<file path="src/rtl/dbi_tx_sequencer_if.sv">
// Host, pixel and PHY request bundle around the DBI transmit sequencer.
// Latency: none, signal container only.
// Backpressure: valid/ready on every channel; ready flows from the PHY upstream.
interface dbi_tx_sequencer_if #(
    parameter int DBI_IF_D_W = 8
);
    // host command channel
    logic [DBI_IF_D_W-1:0] host_typ_i;
    logic [DBI_IF_D_W-1:0] host_dat_i;
    logic                  host_no_dat_i;
    logic                  host_last_i;
    logic                  host_vld_i;
    logic                  host_rdy_o;
    // pixel stream channel
    logic [DBI_IF_D_W-1:0] pxl_dat_i;
    logic                  pxl_last_i;
    logic                  pxl_vld_i;
    logic                  pxl_rdy_o;
    // PHY request channel
    logic                  dtf_dbi_hrst_o;
    logic                  dtf_tx_no_dat_o;
    logic                  dtf_tx_last_o;
    logic                  dtf_tx_vld_o;
    logic [DBI_IF_D_W-1:0] dtf_tx_cmd_typ_o;
    logic [DBI_IF_D_W-1:0] dtf_tx_cmd_dat_o;
    logic                  dtf_tx_rdy_i;

    // sequencer side: consumes host/pixel traffic, drives the PHY
    modport master (
        input  host_typ_i, host_dat_i, host_no_dat_i, host_last_i, host_vld_i,
        output host_rdy_o,
        input  pxl_dat_i, pxl_last_i, pxl_vld_i,
        output pxl_rdy_o,
        output dtf_dbi_hrst_o, dtf_tx_no_dat_o, dtf_tx_last_o, dtf_tx_vld_o,
        output dtf_tx_cmd_typ_o, dtf_tx_cmd_dat_o,
        input  dtf_tx_rdy_i
    );

    // environment side: host, pixel source and PHY
    modport slave (
        output host_typ_i, host_dat_i, host_no_dat_i, host_last_i, host_vld_i,
        input  host_rdy_o,
        output pxl_dat_i, pxl_last_i, pxl_vld_i,
        input  pxl_rdy_o,
        input  dtf_dbi_hrst_o, dtf_tx_no_dat_o, dtf_tx_last_o, dtf_tx_vld_o,
        input  dtf_tx_cmd_typ_o, dtf_tx_cmd_dat_o,
        output dtf_tx_rdy_i
    );
endinterface

</file>
<file path="src/rtl/dbi_tx_sequencer.sv">
// DBI panel sequencer: runs the power-up command script, then arbitrates host commands and pixel frames onto the PHY.
// Latency: PHY request is combinational from host/pixel inputs; one READY cycle between transactions.
// Backpressure: dtf_tx_rdy_i passes straight back to the active source; all dtf_* fields hold while stalled.
module dbi_tx_sequencer #(
    parameter int         DBI_IF_D_W   = 8,
    parameter int         RST_WAIT_CYC = 16,
    parameter int         SLP_WAIT_CYC = 16,
    parameter logic [7:0] PIX_FMT      = 8'h05
) (
    input  logic               clk,
    input  logic               rst,
    input  logic               start_i,
    output logic               init_done_o,
    output logic               busy_o,
    dbi_tx_sequencer_if.master bus
);

    localparam int WAIT_MAX = (RST_WAIT_CYC > SLP_WAIT_CYC) ? RST_WAIT_CYC : SLP_WAIT_CYC;
    localparam int CNT_W    = (WAIT_MAX > 0) ? $clog2(WAIT_MAX + 1) : 1;

    localparam logic [CNT_W-1:0] RST_LD = CNT_W'((RST_WAIT_CYC > 0) ? RST_WAIT_CYC - 1 : 0);
    localparam logic [CNT_W-1:0] SLP_LD = CNT_W'((SLP_WAIT_CYC > 0) ? SLP_WAIT_CYC - 1 : 0);

    localparam logic [DBI_IF_D_W-1:0] CMD_SLPOUT = DBI_IF_D_W'(8'h11);
    localparam logic [DBI_IF_D_W-1:0] CMD_COLMOD = DBI_IF_D_W'(8'h3A);
    localparam logic [DBI_IF_D_W-1:0] CMD_DISPON = DBI_IF_D_W'(8'h29);
    localparam logic [DBI_IF_D_W-1:0] CMD_RAMWR  = DBI_IF_D_W'(8'h2C);
    localparam logic [DBI_IF_D_W-1:0] COL_FMT    = DBI_IF_D_W'(PIX_FMT);

    typedef enum logic [3:0] {
        IDLE,
        INIT_HRST,
        INIT_RW,
        INIT_SLP,
        INIT_SW,
        INIT_COL,
        INIT_ON,
        READY,
        HOST,
        FRM
    } state_t;

    state_t           state, state_nxt;
    logic [CNT_W-1:0] cnt, cnt_nxt;
    logic             first, first_nxt;      // next beat of the open transaction is its first
    logic             init_done, init_done_nxt;
    logic             xfer;

    assign xfer        = bus.dtf_tx_vld_o & bus.dtf_tx_rdy_i;
    assign init_done_o = init_done;
    assign busy_o      = (state != IDLE) && (state != READY);

    // state, wait counter, first-beat flag and init-done flag registers
    always_ff @(posedge clk or posedge rst) begin
        if (rst) begin
            state     <= IDLE;
            cnt       <= '0;
            first     <= 1'b0;
            init_done <= 1'b0;
        end else begin
            state     <= state_nxt;
            cnt       <= cnt_nxt;
            first     <= first_nxt;
            init_done <= init_done_nxt;
        end
    end

    // next-state logic and PHY request / source ready generation
    always_comb begin
        state_nxt     = state;
        cnt_nxt       = cnt;
        first_nxt     = first;
        init_done_nxt = init_done;

        bus.dtf_dbi_hrst_o   = 1'b0;
        bus.dtf_tx_no_dat_o  = 1'b0;
        bus.dtf_tx_last_o    = 1'b0;
        bus.dtf_tx_vld_o     = 1'b0;
        bus.dtf_tx_cmd_typ_o = '0;
        bus.dtf_tx_cmd_dat_o = '0;
        bus.host_rdy_o       = 1'b0;
        bus.pxl_rdy_o        = 1'b0;

        case (state)
            IDLE: begin
                if (start_i) state_nxt = INIT_HRST;
            end

            INIT_HRST: begin
                bus.dtf_tx_vld_o   = 1'b1;
                bus.dtf_dbi_hrst_o = 1'b1;
                if (xfer) begin
                    cnt_nxt   = RST_LD;
                    state_nxt = INIT_RW;
                end
            end

            INIT_RW: begin
                if (cnt == '0) state_nxt = INIT_SLP;
                else           cnt_nxt   = cnt - 1'b1;
            end

            INIT_SLP: begin
                bus.dtf_tx_vld_o     = 1'b1;
                bus.dtf_tx_cmd_typ_o = CMD_SLPOUT;
                bus.dtf_tx_no_dat_o  = 1'b1;
                bus.dtf_tx_last_o    = 1'b1;
                if (xfer) begin
                    cnt_nxt   = SLP_LD;
                    state_nxt = INIT_SW;
                end
            end

            INIT_SW: begin
                if (cnt == '0) state_nxt = INIT_COL;
                else           cnt_nxt   = cnt - 1'b1;
            end

            INIT_COL: begin
                bus.dtf_tx_vld_o     = 1'b1;
                bus.dtf_tx_cmd_typ_o = CMD_COLMOD;
                bus.dtf_tx_cmd_dat_o = COL_FMT;
                bus.dtf_tx_last_o    = 1'b1;
                if (xfer) state_nxt = INIT_ON;
            end

            INIT_ON: begin
                bus.dtf_tx_vld_o     = 1'b1;
                bus.dtf_tx_cmd_typ_o = CMD_DISPON;
                bus.dtf_tx_no_dat_o  = 1'b1;
                bus.dtf_tx_last_o    = 1'b1;
                if (xfer) begin
                    init_done_nxt = 1'b1;
                    state_nxt     = READY;
                end
            end

            READY: begin
                // host has priority; a restart is only honoured with both sources quiet
                if (bus.host_vld_i) begin
                    first_nxt = 1'b1;
                    state_nxt = HOST;
                end else if (bus.pxl_vld_i) begin
                    first_nxt = 1'b1;
                    state_nxt = FRM;
                end else if (start_i) begin
                    init_done_nxt = 1'b0;
                    state_nxt     = INIT_HRST;
                end
            end

            HOST: begin
                bus.dtf_tx_vld_o     = bus.host_vld_i;
                bus.host_rdy_o       = bus.dtf_tx_rdy_i;
                bus.dtf_tx_cmd_typ_o = first ? bus.host_typ_i : '0;
                bus.dtf_tx_no_dat_o  = first & bus.host_no_dat_i;
                bus.dtf_tx_cmd_dat_o = bus.host_dat_i;
                bus.dtf_tx_last_o    = bus.host_last_i;
                if (xfer) begin
                    first_nxt = 1'b0;
                    if (bus.host_last_i || (first && bus.host_no_dat_i)) state_nxt = READY;
                end
            end

            FRM: begin
                bus.dtf_tx_vld_o     = bus.pxl_vld_i;
                bus.pxl_rdy_o        = bus.dtf_tx_rdy_i;
                bus.dtf_tx_cmd_typ_o = first ? CMD_RAMWR : '0;
                bus.dtf_tx_cmd_dat_o = bus.pxl_dat_i;
                bus.dtf_tx_last_o    = bus.pxl_last_i;
                if (xfer) begin
                    first_nxt = 1'b0;
                    if (bus.pxl_last_i) state_nxt = READY;
                end
            end

            default: state_nxt = IDLE;
        endcase
    end

endmodule

</file>
<file path="src/flat_wrapper.sv">
// flat-port wrapper written by rule: the top's interface ports become plain ports
module dbi_tx_sequencer_flat 
#(
    parameter int         DBI_IF_D_W   = 8,
    parameter int         RST_WAIT_CYC = 16,
    parameter int         SLP_WAIT_CYC = 16,
    parameter logic [7:0] PIX_FMT      = 8'h05
)
  (clk, rst, start_i, init_done_o, busy_o, bus_host_typ_i, bus_host_dat_i, bus_host_no_dat_i, bus_host_last_i, bus_host_vld_i, bus_host_rdy_o, bus_pxl_dat_i, bus_pxl_last_i, bus_pxl_vld_i, bus_pxl_rdy_o, bus_dtf_dbi_hrst_o, bus_dtf_tx_no_dat_o, bus_dtf_tx_last_o, bus_dtf_tx_vld_o, bus_dtf_tx_cmd_typ_o, bus_dtf_tx_cmd_dat_o, bus_dtf_tx_rdy_i);
  dbi_tx_sequencer_if #(.DBI_IF_D_W(DBI_IF_D_W)) bus_i ();
  input  logic clk;
  input  logic rst;
  input  logic start_i;
  output logic init_done_o;
  output logic busy_o;
  input wire logic [$bits(bus_i.host_typ_i)-1:0] bus_host_typ_i;
  input wire logic [$bits(bus_i.host_dat_i)-1:0] bus_host_dat_i;
  input wire logic [$bits(bus_i.host_no_dat_i)-1:0] bus_host_no_dat_i;
  input wire logic [$bits(bus_i.host_last_i)-1:0] bus_host_last_i;
  input wire logic [$bits(bus_i.host_vld_i)-1:0] bus_host_vld_i;
  output wire logic [$bits(bus_i.host_rdy_o)-1:0] bus_host_rdy_o;
  input wire logic [$bits(bus_i.pxl_dat_i)-1:0] bus_pxl_dat_i;
  input wire logic [$bits(bus_i.pxl_last_i)-1:0] bus_pxl_last_i;
  input wire logic [$bits(bus_i.pxl_vld_i)-1:0] bus_pxl_vld_i;
  output wire logic [$bits(bus_i.pxl_rdy_o)-1:0] bus_pxl_rdy_o;
  output wire logic [$bits(bus_i.dtf_dbi_hrst_o)-1:0] bus_dtf_dbi_hrst_o;
  output wire logic [$bits(bus_i.dtf_tx_no_dat_o)-1:0] bus_dtf_tx_no_dat_o;
  output wire logic [$bits(bus_i.dtf_tx_last_o)-1:0] bus_dtf_tx_last_o;
  output wire logic [$bits(bus_i.dtf_tx_vld_o)-1:0] bus_dtf_tx_vld_o;
  output wire logic [$bits(bus_i.dtf_tx_cmd_typ_o)-1:0] bus_dtf_tx_cmd_typ_o;
  output wire logic [$bits(bus_i.dtf_tx_cmd_dat_o)-1:0] bus_dtf_tx_cmd_dat_o;
  input wire logic [$bits(bus_i.dtf_tx_rdy_i)-1:0] bus_dtf_tx_rdy_i;
  assign bus_i.host_typ_i = bus_host_typ_i;
  assign bus_i.host_dat_i = bus_host_dat_i;
  assign bus_i.host_no_dat_i = bus_host_no_dat_i;
  assign bus_i.host_last_i = bus_host_last_i;
  assign bus_i.host_vld_i = bus_host_vld_i;
  assign bus_host_rdy_o = bus_i.host_rdy_o;
  assign bus_i.pxl_dat_i = bus_pxl_dat_i;
  assign bus_i.pxl_last_i = bus_pxl_last_i;
  assign bus_i.pxl_vld_i = bus_pxl_vld_i;
  assign bus_pxl_rdy_o = bus_i.pxl_rdy_o;
  assign bus_dtf_dbi_hrst_o = bus_i.dtf_dbi_hrst_o;
  assign bus_dtf_tx_no_dat_o = bus_i.dtf_tx_no_dat_o;
  assign bus_dtf_tx_last_o = bus_i.dtf_tx_last_o;
  assign bus_dtf_tx_vld_o = bus_i.dtf_tx_vld_o;
  assign bus_dtf_tx_cmd_typ_o = bus_i.dtf_tx_cmd_typ_o;
  assign bus_dtf_tx_cmd_dat_o = bus_i.dtf_tx_cmd_dat_o;
  assign bus_i.dtf_tx_rdy_i = bus_dtf_tx_rdy_i;
  dbi_tx_sequencer #(.DBI_IF_D_W(DBI_IF_D_W), .RST_WAIT_CYC(RST_WAIT_CYC), .SLP_WAIT_CYC(SLP_WAIT_CYC), .PIX_FMT(PIX_FMT)) u_core (.clk(clk), .rst(rst), .start_i(start_i), .init_done_o(init_done_o), .busy_o(busy_o), .bus(bus_i));
endmodule
</file>
<file path="config.mk">
export PLATFORM = sky130hd
export DESIGN_NAME = dbi_tx_sequencer_flat
export DESIGN_NICKNAME = d
export VERILOG_FILES = /design/src/rtl/dbi_tx_sequencer_if.sv /design/src/rtl/dbi_tx_sequencer.sv /design/src/flat_wrapper.sv
export SDC_FILE = /design/constraint.sdc
export NUM_CORES = 1
export LEC_CHECK = 0
export BUFFER_PORTS_ARGS = -buffer_cell sky130_fd_sc_hd__buf_2
export CAP_MARGIN = 15
export CORE_MARGIN = 4
export CORE_UTILIZATION = 46
export DETAILED_ROUTE_END_ITERATION = 8
export GPL_ROUTABILITY_DRIVEN = 0
export HOLD_SLACK_MARGIN = 0.12
export PLACE_DENSITY = 0.81
export REMOVE_ABC_BUFFERS = 1
export SLEW_MARGIN = 20
export SYNTH_ARGS = -nofsm -noshare
export SYNTH_HDL_FRONTEND = slang
export SYNTH_SLANG_ARGS = --single-unit
</file>
<file path="constraint.sdc">
create_clock -name clk -period 2.9 [get_ports clk]
set_input_delay 0.58 -clock clk [delete_from_list [all_inputs] [get_ports clk]]
set_output_delay 0.58 -clock clk [all_outputs]
set_load 0.1 [all_outputs]
</file>
* Word-level counts from Yosys, hierarchy flattened
Index checks and enable logic that the tools add are counted.
** Storage, ports and cells
- Register bits after elaboration :: 11
- Logic and storage cells :: 89
** Operators by class
- Add/sub/neg operators :: 1
- Equality and inequality tests :: 27
- Muxes and demuxes :: 36
- Bitwise logic cells :: 2
- Reductions and logical operators :: 19
** Operator list (count)
- 4-bit 2-to-1 mux :: 13
- 4-bit case mux with 10 select lines :: 1
- 8-bit case mux with 5 select lines :: 1
- 8-bit case mux with 3 select lines :: 1
- 2-bit by 1-bit != test with 1-bit output (second input constant) :: 11
- 4-bit by 3-bit == test with 1-bit output (second input constant) :: 4
- 1-bit 2-to-1 mux :: 10
- 5-bit 2-to-1 mux :: 2
- 2-bit != test (second input constant) :: 5
- 5-bit case mux with 2 select lines :: 1
- 10-bit AND reduction :: 1
- 4-bit by 2-bit == test with 1-bit output (second input constant) :: 2
- 4-bit == test (second input constant) :: 2
- 8-bit 2-to-1 mux :: 1
- 2-bit OR reduction :: 4
- 6-bit 2-to-1 mux :: 1
- 1-bit case mux with 2 select lines :: 3
- 1-bit case mux with 3 select lines :: 2
- 3-bit AND reduction :: 2
- 2-bit nonzero test :: 3
- 5-bit zero test :: 1
- 5-bit AND reduction :: 1
- 5-bit by 1-bit subtractor with 5-bit output (second input constant) :: 1
- 4-bit by 1-bit == test with 1-bit output (second input constant) :: 1
- 9 further kinds :: 11

* Depth between registers and ports, before layout
Gate-level depths: netlist of the first run.
- Depth after elaboration :: 6
- Depth in mapped cells :: 8
- Gate-level depth less buffers :: 7

* Worst setup path before layout of the first run
OpenSTA, ideal clock, no wires.
- Kind :: flip-flop to output port
- Start :: register u_core.state[2]
- End :: output port bus_dtf_dbi_hrst_o
- Data arrival time :: 2.808 ns
- Required time :: 2.320 ns
- Slack :: -0.488 ns
- Stages on the path, launching flop included :: 4
- Buffers on the path :: 2
- Cells stage by stage :: dfrtp_1 buf_2 buf_4 nor3_1
** Between the ends
- Word-level cells in the longest chain between the ends :: 2
** Ends and longest elaborated chain
- start: declaration :: RTL line dbi_tx_sequencer.sv:43 : state_t state, state_nxt;
- start signal: assignment :: RTL line dbi_tx_sequencer.sv:61 : state <= state_nxt;
- 4-bit by 1-bit == test with 1-bit output :: RTL line dbi_tx_sequencer.sv:84 : case (state)
- 1-bit 2-to-1 mux :: RTL line dbi_tx_sequencer.sv:84
- end: declaration :: RTL line flat_wrapper.sv:26 : output wire logic [$bits(bus_i.dtf_dbi_hrst_o)-1:0] bus_dtf_dbi_hrst_o;
Every way passes these cells.

* Worst setup path in the final report of the first run
- Start :: register u_core.state[1]
- End :: output port bus_dtf_tx_cmd_dat_o[3]
** Between the ends
- Word-level cells in the longest chain between the ends :: 2
- Elaborated cells between the ends (all ways) :: 4
** Ends and longest elaborated chain
- 4-bit == test or 4-bit by 3-bit == test with 1-bit output (tied branches) :: RTL line dbi_tx_sequencer.sv:84
- 8-bit case mux with 3 select lines * :: RTL line dbi_tx_sequencer.sv:84
- end: declaration :: RTL line flat_wrapper.sv:31 : output wire logic [$bits(bus_i.dtf_tx_cmd_dat_o)-1:0] bus_dtf_tx_cmd_dat_o;
Every way passes the cells marked *; elsewhere a longest branch is shown, timed or not.

==> results of run 1 <==
synthesized netlist by cell type, drive strengths merged (3+ instances only):
library cell	n
nor3	8
a22o	6
dfrtp	11
a31oi	3
mux2	4
o22ai	4
buf	10
a41oi	3
a21oi	12
nand2	16
inv	6
nor2	17
and3	5
xor2	4
nand3	3
o21ai	7
how the worst max path moves through the flow:
stage | slack [ps] | cells past startpoint | endpoint | startpoint
after floorplan | -620 | 2 | bus_dtf_dbi_hrst_o | u_core.state[0]
after global placement | 530 | 4 | bus_dtf_tx_vld_o | u_core.state[1]
after detailed placement | 460 | 4 | bus_dtf_tx_vld_o | u_core.state[1]
after global routing | 30 | 4 | bus_dtf_tx_cmd_dat_o[6] | u_core.state[1]
final | 150 | 4 | bus_dtf_tx_cmd_dat_o[3] | u_core.state[1]
after CTS | 160 | 4 | bus_dtf_tx_vld_o | u_core.state[1]
cell families after synthesis:
group / share of synthesized area (%)
AO/OA/AOI/OAI: 28.50
XOR/XNOR: 3.010
adder cells (fa/ha/maj): 2.150
buffers and inverters: 9.999
flip-flops: 23.66
multiplexers: 6.237
AND/OR/NAND/NOR: 26.45
layout by cell type, fill, tap and decap left out, drive strengths merged, types with 5 or more instances in the layout:
| cell type | count |
|---|---|
| a21oi | 12 |
| a22o | 6 |
| and3 | 5 |
| buf | 62 |
| dfrtp | 11 |
| inv | 6 |
| nand2 | 16 |
| nor2 | 17 |
| nor3 | 8 |
| o21ai | 7 |
what timing repair did:
action,in CTS,in global routing
hold buffers,0,0
setup endpoints to repair,0,1
resized for setup,0,1
hold endpoints to repair,0,0
area by class of cell:
class	instances	area, µm²
Inverter	6	22.52
Sequential cell	11	275.3
Tap cell	28	35.03
Clock buffer	4	26.28
Timing Repair Buffer	62	325.3
Multi-Input combinational cell	116	777.0
Fill cell	202	857.1
per-stage QoR:
step	cells	TNS, ps
after floorplan	133	-3015
after global placement	223	0
after detailed placement	223	0
after CTS	227	0
after global routing	227	0
final	227	0
state kept, by name, indices dropped and copies added, names as in the netlist:
signal	cells
u_core.cnt	5
u_core.state	4
u_core.first	1
u_core.init_done_o	1
worst max-delay path, stage by stage, from the launching register on:
cell,delay [ps]
dfrtp_1,600
nand2b_2,320
nor2_1,320
a22o_1,220
buf_2,430
routing by layer:
metal / vias up / share of wire, % / global-route usage [%]
met5: - / 0 / 0
met4: 0 / 1.4 / 8.609
met3: 6 / 4.9 / 2.193
met2: 43 / 52 / 36.52
met1: 609 / 42 / 25.61
li1: 640 / - / -
==> flow_summary.yaml, run 1 <==
outcome:
  outcome: "finished clean"
yosys:
  syn_area_per_cell_um2: 8.081
  synth-main-ff-cell: "dfrtp_1"
  ys_warn_count: 0
  synth_area_leaders: "dfrtp_1 (24%), nor2_1 (5.5%), a21oi_1 (5.2%)"
  synth_cell_types: 48
  synth-edff-count: 0
  synth_largest_area_cell: "dfrtp_1"
  postSynthCellCount: 144
  syn_area_um2: 1164
  synth-seq-cells: 11
  synthArstFlopShare_pct: 100.0
  synth_top_area_share_pct: 23.66
  yosysSeqAreaShare_pct: 23.66
place:
  placed_cell_area_um2: 1430
  port_buffers: 56
  dp_hpwl_um: 2750
  pre_cts_ws_ps: 462.3
critical_path:
  criticalPathCategory: "reg -> out"
  start_kind: "flip-flop"
  r2r-end: "u_core.state[0]"
  worstPathRequired_ps: 2320
  reg2reg_slack_ps: 640
  regToRegStartpoint: "u_core.cnt[0]"
  reg2regPathDepth: 7
  cp_max_fo: 17
  cp-end-kind: "output pin"
  worstPathArrival_ps: 2170
clock_tree:
  htreeDepth: 1
  cts.sinks: 11
  cts_tree: "yes"
  clkLatencyLatePin_ps: 270
  clockBufferDepth: 2
  cts-root-buf: "clkbuf_4"
  cts.clk_slew.worst_paths_ps: 70
  numCtsBuffers: 3
  postCtsSetupBuffers: 0
drt:
  viasPerCell: 5.718
  vias: 1298
  ant_nets: 0
  drt_iter0_drc: 35
  wl_per_cell_um: 15.07
  drc: 0
  routed_wl_um: 3420
  drt_pass1_iterations: 4
flow_run:
  cap_violations: 0
floorplan:
  start_util_pct: 50.19
  io_pins: 57
  num_rows: 17
  die-area_um2: 3398
  dieHeight_um: 58.30
  die_w_um: 58.30
  core-area_um2: 2318
global_route:
  grt_overflow: 0
  grt_pass1_wl_um: 5616
  grt_max_degree: 19
  grtUsageTotal_pct: 20.78
  grt_pass1_vias: 1314
  antenna_found_initial: 0
cells_and_area:
  finalInstanceArea_um2: 1461
  final_util_pct: 63.03
  syn_to_final_growth_pct: 25.59
  antenna_cells: 0
  drive_above_1_share_pct: 39.20
  fin_nets: 235
sta:
  rsz0062_at_grt: "no"
  setup_viol: 0
  fin_skew_ps: 5.917
  finalHoldViolCount: 0
  tightest_slew_ps: 593.9
  holdWs_ps: 293.2
  maxSlewHeadroom_pct: 60.41
  fin_crit_sh_pct: 94.98
  fin_crit_ps: 2754
  final-max-slew-violation-count: 0
  worst_slack_ps: 145.6
  fmax_mhz: 363.1
min_path:
  hold_class: "in -> async"
Power of run 1 is left out: the tool's default activity adds up to more than one toggle a clock period on the data nets, which glitch-free logic cannot reach.
==> run 2: changes to the inputs <==
--- a/config.mk
+++ b/config.mk
@@ -5,14 +5,15 @@
 export SDC_FILE = /design/constraint.sdc
 export NUM_CORES = 1
 export LEC_CHECK = 0
+export ABC_AREA = 1
 export BUFFER_PORTS_ARGS = -buffer_cell sky130_fd_sc_hd__buf_2
 export CAP_MARGIN = 15
 export CORE_MARGIN = 4
-export CORE_UTILIZATION = 46
+export CORE_UTILIZATION = 43
 export DETAILED_ROUTE_END_ITERATION = 8
 export GPL_ROUTABILITY_DRIVEN = 0
 export HOLD_SLACK_MARGIN = 0.12
-export PLACE_DENSITY = 0.81
+export PLACE_DENSITY = 0.8
 export REMOVE_ABC_BUFFERS = 1
 export SLEW_MARGIN = 20
 export SYNTH_ARGS = -nofsm -noshare
==> constraint.sdc (replaced) <==
create_clock -name clk -period 2.7 [get_ports clk]
set_input_delay 0.54 -clock clk [delete_from_list [all_inputs] [get_ports clk]]
set_output_delay 0.54 -clock clk [all_outputs]
set_load 0.1 [all_outputs]
==> run 2 against run 1 <==
  * Worst setup slack improved by 13 ps
  * Routed wire length decreased by 12%
  * Synthesized cell count increased by 7.6%
  * Synthesized area decreased by 15%
  * Core utilization decreased by 1.8 points
  * Cell count increased by 6.2%
  * Clock skew decreased by 4.2 ps
  * Worst hold slack got worse by 46 ps
  * Sequential share of layout area increased by 1.5 points
  * Design area decreased by 7.3%
  * Register-to-register slack improved by 460 ps
  * Die area decreased by 7.6%
==> flow_summary.yaml, run 2 <==
floorplan:
  num_rows: 17
  start_util_pct: 44.85
  io_pins: 57
  core-area_um2: 2212
  dieHeight_um: 56.04
  die-area_um2: 3140
  die_w_um: 56.04
power:
  switchingPower_mw: 1.341
  switching_share_pct: 69.57
  combPwrFrac_pct: 77.9
  power_mw: 1.927
  seqPwrFrac_pct: 16.4
  cellLeakagePower_nw: 0.7799
  max-vdd-ir-drop_mv: 1.125
  power.density_nw_per_um2: 1422
  clkPwrFrac_pct: 5.7
  intPower_uw: 586.4
drt:
  viasPerCell: 5.112
  drt_pass1_iterations: 4
  drt_iter0_drc: 50
  wl_per_cell_um: 12.49
  ant_nets: 0
  routed_wl_um: 3011
  drc: 0
  vias: 1232
clock_tree:
  clockBufferDepth: 2
  clkLatencyLatePin_ps: 270
  cts_hold_buf: 0
  cts-root-buf: "clkbuf_4"
  cts.clk_slew.worst_paths_ps: 70
  cts_tree: "yes"
  htreeDepth: 1
  cts.sinks: 11
  numCtsBuffers: 3
critical_path:
  cp_max_fo: 12
  cp-end-kind: "output pin"
  start_kind: "flip-flop"
  worstPathRequired_ps: 2160
  regToRegStartpoint: "u_core.state[3]"
  reg2reg_slack_ps: 1100
  reg2regPathDepth: 8
  r2r-end: "u_core.cnt[4]"
  worstPathArrival_ps: 2000
  criticalPathCategory: "reg -> out"
place:
  pre_cts_ws_ps: 396.8
  dp_hpwl_um: 2529
  placed_cell_area_um2: 1299
  port_buffers: 56
cells_and_area:
  top_register: "u_core.cnt"
  final_cell_mix: "buf_2 (44), nand2_1 (42), nor2_1 (17), inv_1 (16), nand3_1 (16)"
  top_regs: "u_core.cnt: 5 flops, u_core.state: 4 flops"
  final_common_cell: "buf_2"
  multi_input_area_um2: 633.1
  antenna_cells: 0
  largest_register_ffs: 5
  fillers: 232
  regArea_um2: 275.3
  finalInstanceArea_um2: 1355
  fin_nets: 249
  syn_to_final_growth_pct: 36.57
  drive_above_1_share_pct: 36.15
global_route:
  grtUsageTotal_pct: 19.59
  grt_overflow: 0
  grt_pass1_vias: 1229
  antenna_found_initial: 0
  grt_max_degree: 13
  grt_pass1_wl_um: 5106
yosys:
  synth_cell_types: 28
  syn_area_um2: 992.2
  synth-edff-count: 0
  synth-seq-cells: 11
  postSynthCellCount: 155
  synth-main-ff-cell: "dfrtp_1"
  yosys-top-cells-count: "nand2_1 (42), nor2_1 (17), inv_1 (16), nand3_1 (16), dfrtp_1 (11)"
  synth_largest_area_cell: "dfrtp_1"
  synthArstFlopShare_pct: 100.0
  synth_area_leaders: "dfrtp_1 (28%), nand2_1 (16%), nand3_1 (8.1%)"
  synth.most_common_cell: "nand2_1"
  ys_warn_count: 0
  syn_area_per_cell_um2: 6.401
  yosysSeqAreaShare_pct: 27.74
  synth_top_area_share_pct: 27.74
flow_run:
  cap_violations: 0
sta:
  fin_crit_sh_pct: 94.14
  worst_slack_ps: 158.2
  final-max-slew-violation-count: 0
  fmax_mhz: 393.4
  final.setup.tns_ps: 0
  finalHoldViolCount: 0
  fin_skew_ps: 1.762
  tightest_slew_ps: 488.3
  fin_crit_ps: 2542
  setup_viol: 0
  holdWs_ps: 247.6
  maxSlewHeadroom_pct: 67.67
outcome:
  outcome: "finished clean"
min_path:
  hold_class: "in -> async"
[run 2: cell count changes in the layout (fill, tap and decap cells not counted), sizes merged, moves of 3 or more]
cell | previous run | this run
inv | 6 | 19
xor2 | 4 | 0
mux2 | 4 | 0
or2 | 0 | 4
nand3 | 3 | 17
a41oi | 3 | 0
clkbuf | 4 | 16
nor2 | 17 | 21
o22ai | 4 | 1
buf | 62 | 44
nand2 | 16 | 51
nor3 | 8 | 4
a21oi | 12 | 3
and3 | 5 | 0
[run 2: through the flow]
stage | util [%] | std cells
floorplan | - | 153
global placement | 58.71 | 237
detailed placement | 58.71 | 237
CTS | 59.90 | 241
global route | 61.26 | 241
finish | 61.26 | 241
[run 2: cells by family after synthesis]
group | after synthesis | share of synthesized area, %
buffers and inverters | 22 | 8.448
DFF | 11 | 27.74
and+or+nand+nor | 100 | 47.67
adders and majority gates | 2 | 2.522
AOI/OAI and AO/OA | 20 | 13.62
[run 2: timing repair]
item | in CTS | in global routing
gates resized for setup | 0 | 12
endpoints found under the hold margin | 0 | 0
endpoints found under the setup margin | 0 | 12
buffers inserted | 0 | 0
[run 2: power by group through the flow]
stage | clock [mW] | combinational, mW | sequential, mW
after global placement | 0 | 1.47 | 0.316
after CTS | 0.113 | 1.49 | 0.317
after floorplan | 0 | 1.21 | 0.355
after global routing | 0.121 | 1.61 | 0.331
after detailed placement | 0 | 1.48 | 0.320
final | 0.110 | 1.50 | 0.316
[run 2: how the worst max path moves through the flow]
stage                                from                      end  slack, ps  cells past startpoint
after CTS                 u_core.state[0]  bus_dtf_tx_cmd_dat_o[7]         90                      5
after global routing      u_core.state[3]  bus_dtf_tx_cmd_dat_o[2]         -9                      7
after detailed placement  u_core.state[0]  bus_dtf_tx_cmd_dat_o[7]        400                      5
after floorplan           u_core.state[1]      bus_dtf_tx_no_dat_o       -750                      3
final                     u_core.state[3]  bus_dtf_tx_cmd_dat_o[2]        160                      7
after global placement    u_core.state[1]  bus_dtf_tx_cmd_dat_o[5]        410                      5
[run 2: cell type report]
cell class	instances	area share, %
Inverter	20	5.540
Clock buffer	4	1.939
Sequential cell	11	20.31
Multi-Input combinational cell	122	46.72
Tap cell	28	2.585
Timing Repair Buffer	56	22.90
[run 2: worst max-delay path: stages (launching register included)]
cell	delay, ps
dfrtp_1	400
inv_1	100
nor2_2	200
nand2_2	150
inv_1	280
nand2_1	120
nand3_1	130
clkbuf_4	340
[run 2: layer usage]
| layer | GRT usage, % | vias to the layer above | wire, µm |
|---|---|---|---|
| met4 | 6.780 | 0 | 44 |
| met3 | 4.872 | 5 | 321 |
| li1 | - | 622 | - |
| met5 | 0 | - | 0 |
| met1 | 21.35 | 551 | 1091 |
| met2 | 36.23 | 54 | 1554 |
Power figures use the tool's default switching activity.
